[src/rtl/sync_fifo_param.sv]
// sync_fifo_param: parametrised single-clock FIFO with occupancy count, almost-full/empty thresholds and sticky errors.
// Define FIFO_FWFT_EN for first-word-fall-through read data; otherwise Dout is a registered read.
module sync_fifo_param #(
  parameter int DW = 8,
  parameter int AW = 4,
  parameter int AF_MARGIN = 2,
  parameter int AE_MARGIN = 2
) (
  input  logic          ck,
  input  logic          rst,
  input  logic [DW-1:0] Din,
  input  logic          Wen,
  input  logic          Ren,
  output logic [DW-1:0] Dout,
  output logic          Fempty,
  output logic          Ffull,
  output logic          Aempty,
  output logic          Afull,
  output logic [AW:0]   Count,
  output logic          Ovf,
  output logic          Udf
);
  localparam int DEPTH = 1 << AW;
  logic [DW-1:0] mem [DEPTH];
  logic [AW-1:0] wr_ptr, rd_ptr;
  logic [AW:0]   count_nxt;
  logic          rd_ok, wr_ok;
  assign rd_ok = Ren & ~Fempty;
  // a read in the same cycle frees the slot, so a write at full still lands
  assign wr_ok = Wen & (~Ffull | rd_ok);
  always_comb count_nxt = Count + (AW+1)'(wr_ok) - (AW+1)'(rd_ok);
  always_ff @(posedge ck) begin
    if (rst) begin
      wr_ptr <= '0;
      rd_ptr <= '0;
      Count  <= '0;
      Fempty <= 1'b1;
      Ffull  <= 1'b0;
      Aempty <= 1'b1;
      Afull  <= 1'b0;
      Ovf    <= 1'b0;
      Udf    <= 1'b0;
    end else begin
      wr_ptr <= wr_ptr + AW'(wr_ok);
      rd_ptr <= rd_ptr + AW'(rd_ok);
      Count  <= count_nxt;
      Fempty <= count_nxt == '0;
      Ffull  <= count_nxt == (AW+1)'(DEPTH);
      Aempty <= count_nxt <= (AW+1)'(AE_MARGIN);
      Afull  <= count_nxt >= (AW+1)'(DEPTH - AF_MARGIN);
      Ovf    <= Ovf | (Wen & ~wr_ok);
      Udf    <= Udf | (Ren & Fempty);
    end
  end
  always_ff @(posedge ck) begin
    if (wr_ok && !rst) mem[wr_ptr] <= Din;
  end
`ifdef FIFO_FWFT_EN
  assign Dout = Fempty ? '0 : mem[rd_ptr];
`else
  always_ff @(posedge ck) begin
    if (rst) Dout <= '0;
    else if (rd_ok) Dout <= mem[rd_ptr];
  end
`endif
endmodule
[config.mk]
export PLATFORM = sky130hd
export DESIGN_NAME = sync_fifo_param
export DESIGN_NICKNAME = d
export VERILOG_FILES = /design/src/rtl/sync_fifo_param.sv
export SDC_FILE = /design/constraint.sdc
export NUM_CORES = 1
export LEC_CHECK = 0
export BUFFER_PORTS_ARGS = -buffer_cell sky130_fd_sc_hd__clkbuf_2
export CAP_MARGIN = 40
export CORE_UTILIZATION = 55
export DETAILED_ROUTE_END_ITERATION = 10
export PLACE_DENSITY_LB_ADDON = 0.25
export SLEW_MARGIN = 20
export SYNTH_ARGS = -nofsm -noshare
export SYNTH_HDL_FRONTEND = slang
export SYNTH_SLANG_ARGS = --single-unit
[constraint.sdc]
create_clock -name ck -period 3.2 [get_ports ck]
set_input_delay 0.16 -clock ck [delete_from_list [all_inputs] [get_ports ck]]
set_output_delay 0.16 -clock ck [all_outputs]
set_load 0.005 [all_outputs]
; Word-level counts from Yosys, hierarchy flattened
; Memory sizes are Yosys's and may differ from the RTL's. A register that Yosys moved wholly into a read port is not among the register bits.
; Cells that the tools add are included.
[totals]
word_cells = 32
mem_count = 1
ramBits = 128
output_inout_bits = 19
regBits = 19
[op_classes]
bitwise_logic = 10
order_cmp = 2
add_sub_neg = 4
muxes = 2
n_eq_ne = 1
n_reduce_logical = 3
[mem_list]
columns = name, words, width, rd, rd_ports_with_merged_regs, write_ports, line_no
row1 = mem, 16, 8, 1, 1, 1, 24  ; logic [DW-1:0] mem [DEPTH];
[ops]
columns = cell, count
row1 = $add 4x1->4, 2
row2 = $add 5x1->5, 1
row3 = $eq 5x5->1 const B, 1
row4 = $ge 5x4->1 const B, 1
row5 = $le 5x2->1 const B, 1
row6 = $logic_not 5->1, 1
row7 = $sub 5x1->5, 1
row8 = $and 1x1->1, 4
row9 = $not 1->1, 3
row10 = $or 1x1->1, 3
row11 = $mux 1, 2
row12 = $logic_and 1x1->1, 1
row13 = $logic_not 1->1, 1

; Depth between registers and ports, before layout
[depth]
depth_word = 7
depth_mapped = 11
depth_no_buf = 11

; Worst setup path after synthesis
; OpenSTA, ideal clock, no wires.
[synth_timing]
path_type = reg2reg
from = register Fempty
to = register Aempty
slack_ns = 0.767
t_arrival_ns = 2.319
required_time_ns = 3.086
setup_ns = 0.114
path_stages_with_launch = 12
path_cell_list = dfxtp_1 nand2b_1 nand2_1 nand2_1 ha_1 inv_1 ha_1 fa_1 a21o_1 a21oi_1 mux2i_1 a2111oi_0
[synth_via]
elab_chain_len = 7
[synth_lines]
columns = item, line_no
row1 = "start, declared", 15  ; output logic Fempty,
row2 = "start signal, assigned", 37  ; Fempty <= 1'b1;
row3 = "start signal, assigned", 47  ; Fempty <= count_nxt == '0;
row4 = $not 1->1 (*), 28  ; assign rd_ok = Ren & ~Fempty;
row5 = $and 1x1->1 (*), 28
row6 = $or 1x1->1, 30  ; assign wr_ok = Wen & (~Ffull | rd_ok);
row7 = $and 1x1->1, 30
row8 = $add 5x1->5, 31  ; always_comb count_nxt = Count + (AW+1)'(wr_ok) - (AW+1)'(rd_ok);
row9 = $sub 5x1->5 (*), 31
row10 = $le 5x2->1 (*), 49  ; Aempty <= count_nxt <= (AW+1)'(AE_MARGIN);
row11 = "end signal, assigned", 49
row12 = "end, declared", 17  ; output logic Aempty,
; Every way passes the cells marked *; elsewhere a longest branch is shown, timed or not.
; A chain may end at the register's enable or synchronous reset.

; Worst setup path after layout
; Ends and elaborated chain as after synthesis.

==> metrics <==
HPWL after detailed placement 7.39 mm; Yosys cell types 40; maximum resistive drop on vdd 454 uV; via count of the first global-routing pass 3123; synth warn 0; element type at the critical path start flop; maximum number of pins on one net before global-route repair 23; required time at the worst-slack endpoint 3.60 ns; number of clock sinks 155; type of the worst setup path flop to flop; combined global-route utilization of all metal layers 22.0%; initial detailed-routing violation count 260; Hold Violations, Final 0; CP Max Fanout 5; run status finished clean; number of antenna violations at the first check in global routing 0; transition time at the pin with the least slew margin 0.777 ns; Die Wd 108 um; cell count after synthesis 344; Final Routed Wirelength 11.7 mm; Avg Synthesized Cell Area 17.8 um^2; Worst Path Arrival 3.10 ns; Mapped Nets 366; starting density of the core 56.6%; final clock skew 0.00684 ns; post-synthesis sequential element count 155; area overhead of the layout relative to synthesis 14.2%; cell area after technology mapping 6140 um^2; Overflow after GRT 0; CTS tree done; leakage 2.43 nW; buffers inserted during post-CTS setup optimization 0; portion of the clock cycle consumed by the worst path in the final layout 84.5%; via total after detailed routing 3150; minimum period implied by the final worst setup slack 2.70 ns; crit end category flop; main combinational cell family by area after synthesis multiplexers; area share of fa/ha/maj cells after synthesis 2.16%; weighted congestion reported at the end of routability-driven placement 0.732; clock network latency to the later pin of the worst-skew pair 0.52 ns; Longest Clk Path Bufs 2; Vias per Instance 5.78; wire length of the first global-routing pass 17.5 mm; share of the yosys chip area belonging to registers 71.4%; Clock H-tree levels 4; upper clock frequency limit 370 MHz; footprint of the multi-input gates 1590 um^2; # DRC 0; number of buffers inserted during clock tree synthesis 17; # fillers 766; residual antenna-violating net count after detailed routing 0; Synth Area in XOR/XNOR 1.14%; pins over their slew limit 0; fraction of final layout cells sized beyond drive strength 1 28.4%; count of antenna diodes in the layout 0; total of endpoints with negative setup slack in the final report 0; Compound-Gate Fraction of Synth Area 3.38%; unrepaired setup endpoints after global routing false; number of search-and-repair iterations in the first detailed-routing pass 4; Die Span Y 108 um; clock-pin slew reported for the worst setup and hold paths after clock tree synthesis 0.06 ns; Root Buffer clkbuf_8; post-synthesis mux area share 13.6%; net total in the final layout 415; row count 38; routed wirelength normalized by instance count 21.4 um; Setup WS post-layout 0.497 ns; power density cells 691 nW/um^2; Core Region 10800 um^2; count of input and output buffers 30; relative slew slack 48.0%; flip-flop and latch area 4390 um^2; setup_tns 0 ns; number of top-level design ports 31; worst min path class input pin to flop; area of the die 11600 um^2; pre-CTS setup slack 0.481 ns; area fraction in and, or, nand and nor cells after synthesis 5.63%; # Max-Cap Violations 0
-- kinds of logic after synthesis --
logic type | count (synthesis)
flops | 155
simple gates | 71
mux | 47
compound gates | 27
buf+inv | 26
fa+ha+maj | 10
xor+xnor | 8
-- state kept, by name (all words and copies together) (netlist names) --
| name | cells |
|---|---|
| Aempty | 1 |
| Afull | 1 |
| Count | 5 |
| Dout | 8 |
| Fempty | 1 |
| Ffull | 1 |
| Ovf | 1 |
| Udf | 1 |
| mem | 128 |
| rd_ptr | 4 |
| wr_ptr | 4 |
-- critical path, cell delays in order (launching register included) --
cell and delay (ns):
dfxtp_1 0.32, nand2b_1 0.20, nand2_1 0.09, nand2_1 0.07, ha_1 0.27, inv_1 0.04, ha_1 0.20, fa_1 0.40
a21o_1 0.17, a21oi_1 0.26, mux2i_1 0.18, a2111oi_0 0.37
-- what timing repair did --
| action | 4_1_cts | 5_1_grt |
|---|---|---|
| endpoints found under the hold margin | 2 | 0 |
| resized for setup | 0 | 0 |
| hold buffers | 2 | 0 |
-- Yosys cell counts --
library cell     instances  share of area (%)
o22ai_1                  7               0.71
buf_6                    3               0.55
inv_1                    9               0.55
nor3b_1                  1               0.12
buf_2                    4               0.33
or3b_1                   1               0.14
a31o_2                   1               0.14
clkbuf_1                 4               0.24
xor2_1                   2               0.29
mux4_1                  10                4.3
fa_1                     1               0.33
a221o_1                  8                1.3
a211oi_1                 3               0.37
nand2b_1                 4               0.41
a21oi_1                  3               0.24
or3_1                    1               0.10
clkdlybuf4s25_2          1               0.16
nand2_1                  6               0.37
mux2_2                  22                4.0
nor4_1                   1               0.10
ha_1                     9                1.8
or2_2                    1               0.10
a21o_1                   2               0.24
buf_4                    4               0.49
nor2b_1                  8               0.82
nand3b_1                 2               0.24
nor2_1                  29                1.8
nand3_1                  3               0.24
mux2i_1                  1               0.16
and2_1                   2               0.20
edfxtp_1               128                 63
dfxtp_1                 27                8.8
xnor2_1                  6               0.86
buf_12                   1               0.33
o31ai_1                  1               0.12
a31oi_1                  1               0.10
a2111oi_0                1               0.14
mux4_2                  14                5.1
and3_1                   1               0.10
nor3_1                  11               0.90
-- where the power goes --
part / switching (W) / total [W] / internal, W
Clock: 0.000745 / 0.00181 / 0.00106
Combinational: 0.000355 / 0.000666 / 0.000311
Sequential: 0.0000730 / 0.00237 / 0.00230
Total: 0.00117 / 0.00484 / 0.00367
-- layout by cell type (no fill, tap or decap), types with 2 or more instances in the layout --
cell	netlist	routed
a211oi_1	3	3
a21o_1	2	2
a21oi_1	3	3
a221o_1	8	8
and2_1	2	2
buf_4	4	14
clkbuf_16	0	16
clkbuf_2	0	30
clkbuf_8	0	3
clkinv_2	0	6
clkinv_4	0	2
dfxtp_1	27	26
dlygate4sd3_1	0	2
edfxtp_1	128	128
ha_1	9	9
inv_1	9	9
inv_4	0	3
mux2_2	22	22
mux4_1	10	10
mux4_2	14	14
nand2_1	6	6
nand2b_1	4	4
nand3_1	3	3
nand3b_1	2	2
nor2_1	29	29
nor2b_1	8	8
nor3_1	11	11
o22ai_1	7	7
xnor2_1	6	6
xor2_1	2	2
-- per-stage QoR --
| step | std cells | hold slack (ns) | power, W | area, um^2 | utilization [%] |
|---|---|---|---|---|---|
| after floorplan | 344 | 0.259 | 0.00285 | 6140 | - |
| after global placement | 509 | 0.411 | 0.00306 | 6430 | 59.3 |
| after detailed placement | 509 | 0.434 | 0.00308 | 6430 | 59.3 |
| after CTS | 542 | 0.0534 | 0.00487 | 6980 | 64.4 |
| after global routing | 545 | 0.0786 | 0.00502 | 7010 | 64.7 |
| final | 545 | 0.0615 | 0.00484 | 7010 | 64.7 |
-- metal layers --
metal  track usage [%]  share of wire [%]  vias up
met3              5.57                6.5       17
met2              35.3                 49      104
met4              7.34                1.7        0
met1              29.4                 42     1578
li1                  -                  -     1451
met5                 0                  0        -
-- final cells by class --
cell class	count	share of cell area, %
Clock buffer	19	6.30
Clock inverter	12	1.37
Inverter	9	0.482
Multi-Input combinational cell	163	22.7
Sequential cell	155	62.6
Tap cell	140	2.50
Timing Repair Buffer	47	4.09
-- worst paths after layout --
path | startpoint | end | slack, ns | cells after the start
min | rst | wr_ptr[2]$_SDFF_PP0_ | 0.06 | 2
min reg2reg | Dout[7]$_SDFFE_PP0P_ | Dout[7]$_SDFFE_PP0P_ | 0.49 | 1
max | Fempty$_SDFF_PP1_ | Aempty$_SDFF_PP1_ | 0.50 | 11
max reg2reg | Fempty$_SDFF_PP1_ | Aempty$_SDFF_PP1_ | 0.50 | 11
Note: power is estimated with default switching activity, not from simulation.
